File: config.mk
export PLATFORM = sky130hd
export DESIGN_NAME = ext_bus_fifo_flat
export DESIGN_NICKNAME = d
export VERILOG_FILES = /design/src/rtl/ext_bus_fifo_pkg.sv /design/src/rtl/ext_bus_fifo_if.sv /design/src/rtl/ext_bus_fifo_sync_fifo.sv /design/src/rtl/ext_bus_fifo.sv /design/src/flat_wrapper.sv
export SDC_FILE = /design/constraint.sdc
export NUM_CORES = 2
export LEC_CHECK = 0
export ABC_AREA = 0
export ABC_CLOCK_PERIOD_IN_PS = 25000
export BUFFER_PORTS_ARGS = -buffer_cell sky130_fd_sc_hd__buf_2
export CAP_MARGIN = 20
export CORE_MARGIN = 2
export CORE_UTILIZATION = 55
export DETAILED_ROUTE_END_ITERATION = 8
export PLACE_DENSITY = 0.73
export SYNTH_ARGS = -nofsm -noshare
export SYNTH_HDL_FRONTEND = slang
export SYNTH_HIERARCHICAL = 1
export SYNTH_SLANG_ARGS = --single-unit
File: constraint.sdc
create_clock -name clk -period 25 [get_ports clk]
set_input_delay 0 -clock clk [delete_from_list [all_inputs] [get_ports clk]]
set_output_delay 0 -clock clk [all_outputs]
set_load 0.01 [all_outputs]
File: src/rtl/ext_bus_fifo_pkg.sv
// Shared constants for the buffered stream-to-external-bus adapter:
// register map, STATUS/CTRL bit positions and FSM encodings.
package ext_bus_pkg;

  localparam int ADDR_DATA   = 0;
  localparam int ADDR_STATUS = 1;
  localparam int ADDR_CTRL   = 2;
  localparam int ADDR_THRESH = 3;

  localparam int STAT_EMPTY_BIT   = 16;
  localparam int STAT_FULL_BIT    = 17;
  localparam int STAT_TIMEOUT_BIT = 18;

  localparam int CTRL_EN_BIT     = 0;
  localparam int CTRL_FLUSH_BIT  = 1;
  localparam int CTRL_IRQ_EN_BIT = 2;

  typedef enum logic [1:0] {
    ST_IDLE      = 2'd0,
    ST_WAIT_DATA = 2'd1,
    ST_ACK       = 2'd2
  } state_e;

endpackage

File: src/rtl/ext_bus_fifo_if.sv
// Stream input plus external-bus request/response signals of the adapter.
// The bridge/stream source uses the master view, the adapter the slave view.
interface ext_bus_fifo_if #(
  parameter int DATA_WIDTH = 128,
  parameter int ADDR_WIDTH = 5
);
  localparam int DATA_BYTES = DATA_WIDTH / 8;

  logic [DATA_WIDTH-1:0] stream;
  logic                  stream_valid;
  logic                  stream_ready;
  logic [ADDR_WIDTH-1:0] addr;
  logic                  bus_enable;
  logic                  r_wbar;
  logic [DATA_WIDTH-1:0] write_data;
  logic [DATA_BYTES-1:0] byte_enable;
  logic                  ack;
  logic [DATA_WIDTH-1:0] read_data;
  logic                  irq;

  modport master (
    output stream, stream_valid, addr, bus_enable, r_wbar, write_data, byte_enable,
    input  stream_ready, ack, read_data, irq
  );

  modport slave (
    input  stream, stream_valid, addr, bus_enable, r_wbar, write_data, byte_enable,
    output stream_ready, ack, read_data, irq
  );

endinterface

File: src/rtl/ext_bus_fifo_sync_fifo.sv
// Show-ahead synchronous FIFO; pointers carry an extra wrap bit so that
// full and empty are distinguished without a separate counter.
module sync_fifo #(
  parameter int WIDTH = 128,
  parameter int DEPTH = 16
) (
  input  logic                     clk,
  input  logic                     rst,
  input  logic                     push_i,
  input  logic                     pop_i,
  input  logic                     flush_i,
  input  logic [WIDTH-1:0]         data_i,
  output logic [WIDTH-1:0]         head_o,
  output logic                     full_o,
  output logic                     empty_o,
  output logic [$clog2(DEPTH):0]   level_o
);
  localparam int AW    = $clog2(DEPTH);
  localparam int PTR_W = AW + 1;

  logic [WIDTH-1:0] mem_q [DEPTH];
  logic [PTR_W-1:0] wr_ptr_q, wr_ptr_d, rd_ptr_q, rd_ptr_d;
  logic             do_push;

  assign level_o = wr_ptr_q - rd_ptr_q;
  assign full_o  = (level_o == PTR_W'(DEPTH));
  assign empty_o = (wr_ptr_q == rd_ptr_q);
  assign head_o  = mem_q[rd_ptr_q[AW-1:0]];
  // Flush discards a push arriving in the same cycle.
  assign do_push = push_i && !full_o && !flush_i;

  always_comb begin
    wr_ptr_d = wr_ptr_q;
    rd_ptr_d = rd_ptr_q;
    if (flush_i) begin
      wr_ptr_d = '0;
      rd_ptr_d = '0;
    end else begin
      if (do_push)            wr_ptr_d = wr_ptr_q + PTR_W'(1);
      if (pop_i && !empty_o)  rd_ptr_d = rd_ptr_q + PTR_W'(1);
    end
  end

  always_ff @(posedge clk or posedge rst) begin
    if (rst) begin
      wr_ptr_q <= '0;
      rd_ptr_q <= '0;
    end else begin
      wr_ptr_q <= wr_ptr_d;
      rd_ptr_q <= rd_ptr_d;
    end
  end

  always_ff @(posedge clk) begin
    if (do_push) mem_q[wr_ptr_q[AW-1:0]] <= data_i;
  end

endmodule

File: src/rtl/ext_bus_fifo.sv
// Register-mapped FIFO adapter: queues the feature stream and lets the bus
// bridge drain it through DATA/STATUS/CTRL/THRESH words with a level irq.
//
// state        | meaning
// ST_IDLE      | waiting for bus_enable, decodes and performs the access
// ST_WAIT_DATA | DATA read on empty FIFO, waiting for a word or timeout
// ST_ACK       | one-cycle ack with latched read_data
module ext_bus_fifo
  import ext_bus_pkg::*;
#(
  parameter int DATA_WIDTH = 128,
  parameter int ADDR_WIDTH = 5,
  parameter int FIFO_DEPTH = 16,
  parameter int TIMEOUT    = 255
) (
  input logic           clk,
  input logic           rst,
  ext_bus_fifo_if.slave bus
);
  localparam int LEVEL_W = $clog2(FIFO_DEPTH) + 1;
  localparam int TO_W    = $clog2(TIMEOUT + 1);

  state_e                state_q, state_d;
  logic [TO_W-1:0]       cnt_q, cnt_d;
  logic [DATA_WIDTH-1:0] rdata_q, rdata_d;
  logic                  ctrl_en_q, ctrl_en_d;
  logic                  irq_en_q, irq_en_d;
  logic [LEVEL_W-1:0]    thresh_q, thresh_d;
  logic                  to_flag_q, to_flag_d;
  logic                  irq_q;

  logic [DATA_WIDTH-1:0] fifo_head;
  logic                  fifo_full, fifo_empty, fifo_push, fifo_pop, fifo_flush;
  logic [LEVEL_W-1:0]    fifo_level;
  logic                  unused_bus_bits;

  assign unused_bus_bits = ^{bus.byte_enable, bus.write_data};

  assign bus.stream_ready = ctrl_en_q && !fifo_full;
  assign fifo_push        = bus.stream_valid && bus.stream_ready;
  assign bus.ack          = (state_q == ST_ACK);
  assign bus.read_data    = (state_q == ST_ACK) ? rdata_q : '0;
  assign bus.irq          = irq_q;

  sync_fifo #(.WIDTH(DATA_WIDTH), .DEPTH(FIFO_DEPTH)) u_fifo (
    .clk     (clk),
    .rst     (rst),
    .push_i  (fifo_push),
    .pop_i   (fifo_pop),
    .flush_i (fifo_flush),
    .data_i  (bus.stream),
    .head_o  (fifo_head),
    .full_o  (fifo_full),
    .empty_o (fifo_empty),
    .level_o (fifo_level)
  );

  always_comb begin
    state_d    = state_q;
    cnt_d      = cnt_q;
    rdata_d    = rdata_q;
    ctrl_en_d  = ctrl_en_q;
    irq_en_d   = irq_en_q;
    thresh_d   = thresh_q;
    to_flag_d  = to_flag_q;
    fifo_pop   = 1'b0;
    fifo_flush = 1'b0;
    case (state_q)
      ST_IDLE: begin
        if (bus.bus_enable) begin
          if (bus.r_wbar && bus.addr == ADDR_WIDTH'(ADDR_DATA)) begin
            if (!fifo_empty) begin
              fifo_pop = 1'b1;
              rdata_d  = fifo_head;
              state_d  = ST_ACK;
            end else begin
              cnt_d   = '0;
              state_d = ST_WAIT_DATA;
            end
          end else begin
            rdata_d = '0;
            state_d = ST_ACK;
            if (bus.r_wbar) begin
              case (bus.addr)
                ADDR_WIDTH'(ADDR_STATUS): begin
                  rdata_d[LEVEL_W-1:0]     = fifo_level;
                  rdata_d[STAT_EMPTY_BIT]   = fifo_empty;
                  rdata_d[STAT_FULL_BIT]    = fifo_full;
                  rdata_d[STAT_TIMEOUT_BIT] = to_flag_q;
                end
                ADDR_WIDTH'(ADDR_CTRL): begin
                  rdata_d[CTRL_EN_BIT]     = ctrl_en_q;
                  rdata_d[CTRL_IRQ_EN_BIT] = irq_en_q;
                end
                ADDR_WIDTH'(ADDR_THRESH): rdata_d[LEVEL_W-1:0] = thresh_q;
                default: ;
              endcase
            end else begin
              case (bus.addr)
                ADDR_WIDTH'(ADDR_STATUS):
                  if (bus.write_data[STAT_TIMEOUT_BIT]) to_flag_d = 1'b0;
                ADDR_WIDTH'(ADDR_CTRL): begin
                  ctrl_en_d  = bus.write_data[CTRL_EN_BIT];
                  irq_en_d   = bus.write_data[CTRL_IRQ_EN_BIT];
                  fifo_flush = bus.write_data[CTRL_FLUSH_BIT];
                end
                ADDR_WIDTH'(ADDR_THRESH): thresh_d = bus.write_data[LEVEL_W-1:0];
                default: ;
              endcase
            end
          end
        end
      end
      ST_WAIT_DATA: begin
        if (!fifo_empty) begin
          fifo_pop = 1'b1;
          rdata_d  = fifo_head;
          state_d  = ST_ACK;
        end else if (cnt_q == TO_W'(TIMEOUT - 1)) begin
          rdata_d   = '0;
          to_flag_d = 1'b1;
          state_d   = ST_ACK;
        end else begin
          cnt_d = cnt_q + TO_W'(1);
        end
      end
      ST_ACK:  state_d = ST_IDLE;
      default: state_d = ST_IDLE;
    endcase
  end

  always_ff @(posedge clk or posedge rst) begin
    if (rst) begin
      state_q   <= ST_IDLE;
      cnt_q     <= '0;
      rdata_q   <= '0;
      ctrl_en_q <= 1'b1;
      irq_en_q  <= 1'b0;
      thresh_q  <= '0;
      to_flag_q <= 1'b0;
      irq_q     <= 1'b0;
    end else begin
      state_q   <= state_d;
      cnt_q     <= cnt_d;
      rdata_q   <= rdata_d;
      ctrl_en_q <= ctrl_en_d;
      irq_en_q  <= irq_en_d;
      thresh_q  <= thresh_d;
      to_flag_q <= to_flag_d;
      irq_q     <= irq_en_q && !fifo_empty && (fifo_level >= thresh_q);
    end
  end

endmodule

File: src/flat_wrapper.sv
// flat-port wrapper written by rule: the top's interface ports become plain ports
module ext_bus_fifo_flat import ext_bus_pkg::*;
#(
  parameter int DATA_WIDTH = 128,
  parameter int ADDR_WIDTH = 5,
  parameter int FIFO_DEPTH = 16,
  parameter int TIMEOUT    = 255
)
  (clk, rst, bus_stream, bus_stream_valid, bus_addr, bus_bus_enable, bus_r_wbar, bus_write_data, bus_byte_enable, bus_stream_ready, bus_ack, bus_read_data, bus_irq);
  ext_bus_fifo_if #(.DATA_WIDTH(DATA_WIDTH), .ADDR_WIDTH(ADDR_WIDTH)) bus_i ();
  input logic clk;
  input logic rst;
  input wire logic [$bits(bus_i.stream)-1:0] bus_stream;
  input wire logic [$bits(bus_i.stream_valid)-1:0] bus_stream_valid;
  input wire logic [$bits(bus_i.addr)-1:0] bus_addr;
  input wire logic [$bits(bus_i.bus_enable)-1:0] bus_bus_enable;
  input wire logic [$bits(bus_i.r_wbar)-1:0] bus_r_wbar;
  input wire logic [$bits(bus_i.write_data)-1:0] bus_write_data;
  input wire logic [$bits(bus_i.byte_enable)-1:0] bus_byte_enable;
  output wire logic [$bits(bus_i.stream_ready)-1:0] bus_stream_ready;
  output wire logic [$bits(bus_i.ack)-1:0] bus_ack;
  output wire logic [$bits(bus_i.read_data)-1:0] bus_read_data;
  output wire logic [$bits(bus_i.irq)-1:0] bus_irq;
  assign bus_i.stream = bus_stream;
  assign bus_i.stream_valid = bus_stream_valid;
  assign bus_i.addr = bus_addr;
  assign bus_i.bus_enable = bus_bus_enable;
  assign bus_i.r_wbar = bus_r_wbar;
  assign bus_i.write_data = bus_write_data;
  assign bus_i.byte_enable = bus_byte_enable;
  assign bus_stream_ready = bus_i.stream_ready;
  assign bus_ack = bus_i.ack;
  assign bus_read_data = bus_i.read_data;
  assign bus_irq = bus_i.irq;
  ext_bus_fifo #(.DATA_WIDTH(DATA_WIDTH), .ADDR_WIDTH(ADDR_WIDTH), .FIFO_DEPTH(FIFO_DEPTH), .TIMEOUT(TIMEOUT)) u_core (.clk(clk), .rst(rst), .bus(bus_i));
endmodule
Yosys cells after proc, flatten, opt, wreduce, memory -nomap -nowiden:

Memory sizes are Yosys's and may differ from the RTL's.
Cells that the tools add are included.

* memory bits (writable): 2048
* memory bits (read-only): 0
* register bits after elaboration: 157
* output and inout port bits: 131
* latch bits: 0
* word-level logic and storage cells: 109
* input port bits: 282
* memories: 1

Memory list
* u_core.u_fifo.mem_q: depth 16, width 128, rd ports 1, clocked after memory_dff 0, write ports 1, RTL line ext_bus_fifo_sync_fifo.sv:21 `logic [WIDTH-1:0] mem_q [DEPTH];`

* $lt $le $gt $ge: 1
* multiply operators: 0
* equal/unequal tests: 20
* shifts and indexed selects: 0
* $add $sub $neg: 4
* bitwise operators: 2
* reduce and logical (&&, ||, !) cells: 22
* div/mod/pow operators: 0
* muxes and demuxes: 49

Operators with widths (count)
* 128-bit two-way mux: 6
* 128-bit case mux with 2 select lines: 1
* 8-bit two-way mux: 5
* 5-bit two-way mux: 5
* 1-bit two-way mux: 17
* 8-bit case mux with 2 select lines: 1
* 2-bit != test, second input constant: 6
* 5-bit by 1-bit adder with 5-bit output, second input constant: 2
* 5-bit by 2-bit equality test with 1-bit output, second input constant: 2
* 2-bit two-way mux: 5
* 5-bit AND reduction: 2
* 8-bit by 1-bit adder with 8-bit output, second input constant: 1
* 8-bit equality test, second input constant: 1
* 1-bit logical AND: 8
* 2-bit by 1-bit != test with 1-bit output, second input constant: 4
* 2-bit case mux with 2 select lines: 2
* 8-bit AND reduction: 1
* 3-bit two-way mux: 2
* 3-bit != test, second input constant: 2
* 1-bit case mux with 2 select lines: 3
* 1-bit case mux with 3 select lines: 2
* 6-bit AND reduction: 1
* 2-bit nonzero test: 3
* 5-bit by 1-bit equality test with 1-bit output, second input constant: 1
* other kinds (12): 15

Depth between registers and ports, before layout:

* depth in word-level cells: 10
* mapped depth: 15
* gate-level depth less buffers: 12

Hierarchy:

The synthesis kept the hierarchy.

By module, submodules not included
* sync_fifo: area an instance 78367.7 µm², seq. area each 61749.2 µm², cells an instance 3635, times used 1
* ext_bus_fifo: area an instance 7754.9 µm², seq. area each 3679.8 µm², cells an instance 831, times used 1

Least setup slack after synthesis:

OpenSTA, ideal clock, no wires.

* kind: reg2reg
* start point: register u_core.u_fifo.rd_ptr_q[2]
* end point: memory u_core.u_fifo.mem_q[0][0], enable pin
* setup time: 0.930 ns
* required time: 24.070 ns
* arrival time: 14.693 ns
* cell stages (with the launch flop): 15
* setup slack: 9.377 ns
* cell sequence: dfrtp_1 buf_2 buf_2 inv_1 clkbuf_1 ha_1 and3b_1 o21ai_0 a2111oi_2 buf_4 nor2b_1 and2_1 nand2b_1 buf_6 nor4_1

* cells in the longest elaborated chain, start to end: 9

RTL lines
* from (decl): RTL line ext_bus_fifo_sync_fifo.sv:22 `logic [PTR_W-1:0] wr_ptr_q, wr_ptr_d, rd_ptr_q, rd_ptr_d;`
* from (signal assigned): RTL line ext_bus_fifo_sync_fifo.sv:50 `rd_ptr_q <= rd_ptr_d;`
* 5-bit subtractor: RTL line ext_bus_fifo_sync_fifo.sv:25 `assign level_o = wr_ptr_q - rd_ptr_q;`
* 5-bit equality test: RTL line ext_bus_fifo_sync_fifo.sv:26 `assign full_o = (level_o == PTR_W'(DEPTH));`
* via u_core.fifo_full: RTL line ext_bus_fifo.sv:33 `logic fifo_full, fifo_empty, fifo_push, fifo_pop, fifo_flush;`
* 1-bit zero test: RTL line ext_bus_fifo.sv:39 `assign bus.stream_ready = ctrl_en_q && !fifo_full;`
* 1-bit logical AND: RTL line ext_bus_fifo.sv:39
* via bus_stream_ready: RTL line flat_wrapper.sv:20 `output wire logic [$bits(bus_i.stream_ready)-1:0] bus_stream_ready;`
* 1-bit logical AND: RTL line ext_bus_fifo.sv:40 `assign fifo_push = bus.stream_valid && bus.stream_ready;`
* via u_core.fifo_push: RTL line ext_bus_fifo.sv:33
* 1-bit logical AND (2 in a row): RTL line ext_bus_fifo_sync_fifo.sv:30 `assign do_push = push_i && !full_o && !flush_i;`
* 1-bit two-way mux: RTL line ext_bus_fifo_sync_fifo.sv:55 `if (do_push) mem_q[wr_ptr_q[AW-1:0]] <= data_i;`
* 1-bit two-way mux (not written as such): RTL line ext_bus_fifo_sync_fifo.sv:55
* to (decl): RTL line ext_bus_fifo_sync_fifo.sv:21

The timed path passes the listed nets, and every way through them passes these cells.

Final worst setup path:

* start point: register u_core.u_fifo.rd_ptr_q[1]
* end point: memory u_core.u_fifo.mem_q[14][49], enable pin

* cells in the longest elaborated chain, start to end: 9

RTL lines
* 5-bit subtractor: RTL line ext_bus_fifo_sync_fifo.sv:25
* via u_core.fifo_level[2]: RTL line ext_bus_fifo.sv:34 `logic [LEVEL_W-1:0] fifo_level;`
* 5-bit equality test: RTL line ext_bus_fifo_sync_fifo.sv:26
* via u_core.fifo_full: RTL line ext_bus_fifo.sv:33
* 1-bit zero test: RTL line ext_bus_fifo.sv:39
* 1-bit logical AND: RTL line ext_bus_fifo.sv:39
* 1-bit logical AND: RTL line ext_bus_fifo.sv:40
* via u_core.fifo_push: RTL line ext_bus_fifo.sv:33
* 1-bit logical AND (2 in a row): RTL line ext_bus_fifo_sync_fifo.sv:30
* 1-bit two-way mux: RTL line ext_bus_fifo_sync_fifo.sv:55
* 1-bit two-way mux (not written as such): RTL line ext_bus_fifo_sync_fifo.sv:55

The timed path passes the listed nets, and every way through them passes these cells.

==> flow_metrics.py <==
metrics = {
    "outcome": {
        "status": "finished, final reports clean",
    },
    "clock_network": {
        "cts_root_buf": "clkbuf_16",
        "clk_latency_ns": 0.85,
        "htreeDepth": 4,
        "cts_tree": "done",
        "cts_setup_buffers": 0,
        "clockBufferDepth": 3,
        "cts.sinks": 2205,
        "cts_buffers": 209,
        "clk_pin_slew_worst_paths_ns": 0.06,
    },
    "worst_setup_path": {
        "arrival_ns": 7.20,
        "end_kind": "register",
        "critPathRequiredTime_ns": 25.45,
        "timing.rr.start": "u_core/u_fifo/rd_ptr_q[1]",
        "cp-start-kind": "register",
        "worst-path-buf-inv": 4,
        "rrSetupSlack_ns": 18.25,
        "crit_type": "register to register",
        "slowest_stage": "nor3_2",
        "critPathMaxStageDelay_ns": 1.07,
        "cp_common_cell": "buf_4",
        "crit_chain": "inv_6 -> fa_1 -> xor2_1 -> or3_1 -> a2111oi_2 -> buf_4 -> nor2b_1 -> and2_1 -> nand2b_1 -> nor3_2 -> buf_4 -> buf_4",
        "path_max_fanout": 54,
        "r2r_cells": 12,
        "reg2reg_to": "u_core/u_fifo/mem_q[14][49]",
        "cp_top_family": "simple AND/OR/NAND/NOR gates",
    },
    "placement": {
        "postPlaceCellArea_um2": 89600,
        "gp_congestion": 0.754,
        "hpwl_um": 98100,
        "place.port_buffers": 274,
        "dp_slack_ns": 18.37,
    },
    "final_layout": {
        "drive_gt1_share_pct": 25.8,
        "design_area_um2": 97800,
        "areaGrowthSynthToFinish_pct": 13.6,
        "final_util_pct": 62.8,
        "most-common-layout-cells": "2048 x edfxtp_1, 760 x nand2_1, 512 x mux4_2",
        "fin_nets": 5233,
        "final_common_cell": "edfxtp_1",
    },
    "grt": {
        "grt_usage_pct": 25.6,
        "grt_use_met3_pct": 4.85,
        "grt-ovfl-total": 0,
        "grt-busiest-layer": "met2",
        "grt_pass1_vias": 44636,
        "grt_use_met2_pct": 40.3,
        "grt_max_degree": 136,
        "gr-usage-met1_pct": 37.1,
        "grt_pass1_wl_um": 296000,
        "antenna_found_initial": 26,
    },
    "synth": {
        "yosysUniqueCellTypes": 60,
        "async_reset_ff_share_pct": 7.12,
        "synth_edf_count": 2048,
        "netlist_instances": 4466,
        "avgSynthCellArea_um2": 19.3,
        "yosys_most_used_dff": "edfxtp_1",
        "ys_warn_count": 6,
        "seq_area_frac_synth_pct": 76.0,
        "synth_nets": 4765,
        "ys_seq_elements": 2205,
        "syn-cell-area_um2": 86100,
    },
    "timing": {
        "tightest_slew_ns": 1.17,
        "skew_ns": 0.0338,
        "min_period_over_period_pct": 27.0,
        "setup_violations": 0,
        "max_slew_margin_pct": 22.2,
        "fin_hold_ws_ns": 0.0673,
        "hold_violations": 0,
        "finalSetupTns_ns": 0,
        "fmax_mhz": 148,
        "setup_ws_ns": 18.25,
        "min_period_ns": 6.75,
        "rsz0062_at_grt": "false",
        "slew_viol_final": 0,
    },
    "route": {
        "first_pass_iters": 8,
        "wirelength_um": 203000,
        "vias_per_cell": 6.21,
        "routed-via-count": 44572,
        "routedWlPerCell_um": 28.2,
        "drcViolationCount": 0,
        "ant_nets": 0,
        "drt-initial-drc-count": 4985,
    },
    "floorplan": {
        "core_area_um2": 156000,
        "die-height_um": 400,
        "dieArea_um2": 160000,
        "rows": 145,
        "die_width_um": 400,
        "ioPinCount": 413,
        "initial_core_util_pct": 55.3,
    },
    "job": {
        "cap_violations": 0,
    },
    "min_path": {
        "hp-start": "bus_addr[4]",
        "min_to": "u_core/u_fifo/rd_ptr_q[0]",
        "hold_depth": 8,
        "hp-class": "input port to register",
    },
    "pwr": {
        "vdd_drop_max_mv": 0.0802,
        "power_density_nw_per_um2": 83.3,
        "power.leakage_nw": 32.9,
    },
}
-- area by class of cell --
| class | instances | area (µm²) |
|---|---|---|
| flip-flops and latches | 2205 | 65400 |
| fillers | 10487 | 58000 |
| multi-input cells | 1976 | 19300 |
| clock buffers | 294 | 5720 |
| repair buffers | 523 | 3740 |
| well taps | 2058 | 2570 |
| clock inverters | 101 | 957 |
| inverters | 19 | 93.8 |
| diodes | 6 | 15.0 |
-- state kept, by name, summed over array words and instances (netlist names), 2 cells and up --
signal and flops:
u_core/u_fifo/wr_ptr_q 5, u_core/u_fifo/mem_q 2048, u_core/thresh_q 5, u_core/cnt_q 8, u_core/rdata_q 128, u_core/u_fifo/rd_ptr_q 5, u_core/state_q 2
-- routing by layer --
layer | vias up | wire length [µm]
li1 | 18667 | -
met1 | 23358 | 80800
met2 | 2163 | 97700
met3 | 350 | 19000
met4 | 34 | 4930
met5 | - | 215
-- power breakdown --
| group | total [mW] | switching [mW] | leakage, nW | internal (mW) |
|---|---|---|---|---|
| Clock | 3.07 | 1.34 | 3.24 | 1.73 |
| Combinational | 0.969 | 0.545 | 9.16 | 0.424 |
| Sequential | 4.11 | 0.0399 | 20.5 | 4.07 |
-- Yosys cell counts, types with 2 or more instances --
master,instances,area [µm²]
nor2b_1,5,31.3
nor3_1,14,70.1
clkbuf_1,150,563
mux2_2,9,101
edfxtp_1,2048,61500
nand2_2,9,56.3
nand4_1,9,56.3
a21oi_1,14,70.1
dfrtp_1,156,3900
nand3b_1,2,15.0
buf_2,52,260
a2bb2oi_1,3,26.3
o21ai_0,6,30.0
a22oi_1,2,15.0
nor2_1,23,86.3
and2_1,131,820
a31oi_1,129,807
nand2b_1,9,56.3
buf_6,7,78.8
ha_1,16,200
buf_12,11,220
xnor2_1,4,35.0
or3_1,5,31.3
a21o_1,3,22.5
nand3_1,3,15.0
inv_1,18,67.6
o21ai_2,99,867
o21ai_1,37,185
xor2_1,5,43.8
a22o_1,2,17.5
mux4_2,512,11500
and3b_1,3,26.3
buf_4,35,263
and3_1,132,826
nor4_1,5,31.3
nand2_1,760,2850
buf_1,10,37.5
mux2i_1,6,60.1
-- stage by stage --
step | power [mW] | cells
after floorplan | 4.89 | 4466
after global placement | 5.12 | 6622
after detailed placement | 5.14 | 6622
after CTS | 8.20 | 7176
after global routing | 8.42 | 7177
final | 8.15 | 7182
-- logic make-up after synthesis --
family,synth area share [%]
flip-flops,76.0
AND/OR/NAND/NOR,5.89
multiplexers,13.6
AO/OA/AOI/OAI,2.46
buffers and inverters,1.75
adder cells (fa/ha/maj),0.256
XOR/XNOR,0.0915
-- worst max-delay path by stage --
stage                              start                           to  slack, ns  depth (start not counted)
2_1_floorplan  u_core/u_fifo/rd_ptr_q[2]    u_core/u_fifo/mem_q[0][0]       9.38                         14
3_3_place_gp   u_core/u_fifo/rd_ptr_q[1]  u_core/u_fifo/mem_q[14][77]      18.53                         12
3_5_place_dp   u_core/u_fifo/rd_ptr_q[1]  u_core/u_fifo/mem_q[14][52]      18.37                         12
4_1_cts        u_core/u_fifo/rd_ptr_q[1]  u_core/u_fifo/mem_q[14][31]      18.35                         12
5_1_grt        u_core/u_fifo/rd_ptr_q[1]  u_core/u_fifo/mem_q[14][31]      18.01                         12
6_report       u_core/u_fifo/rd_ptr_q[1]  u_core/u_fifo/mem_q[14][49]      18.25                         12
-- timing repair --
item | in CTS | in global routing
endpoints found under the hold margin | 2192 | 0
hold buffers | 159 | 0
resized for setup | 0 | 0
endpoints found under the setup margin | 0 | 0
-- tightest hold or removal path, stage by stage --
cell     delay [ns]
buf_2          0.09
or4b_4         0.15
nor3_4         0.05
a21oi_1        0.13
nor3_1         0.08
o21a_1         0.18
xnor2_1        0.16
nor2_1         0.04
No activity file was read; power rests on OpenSTA's default activity.
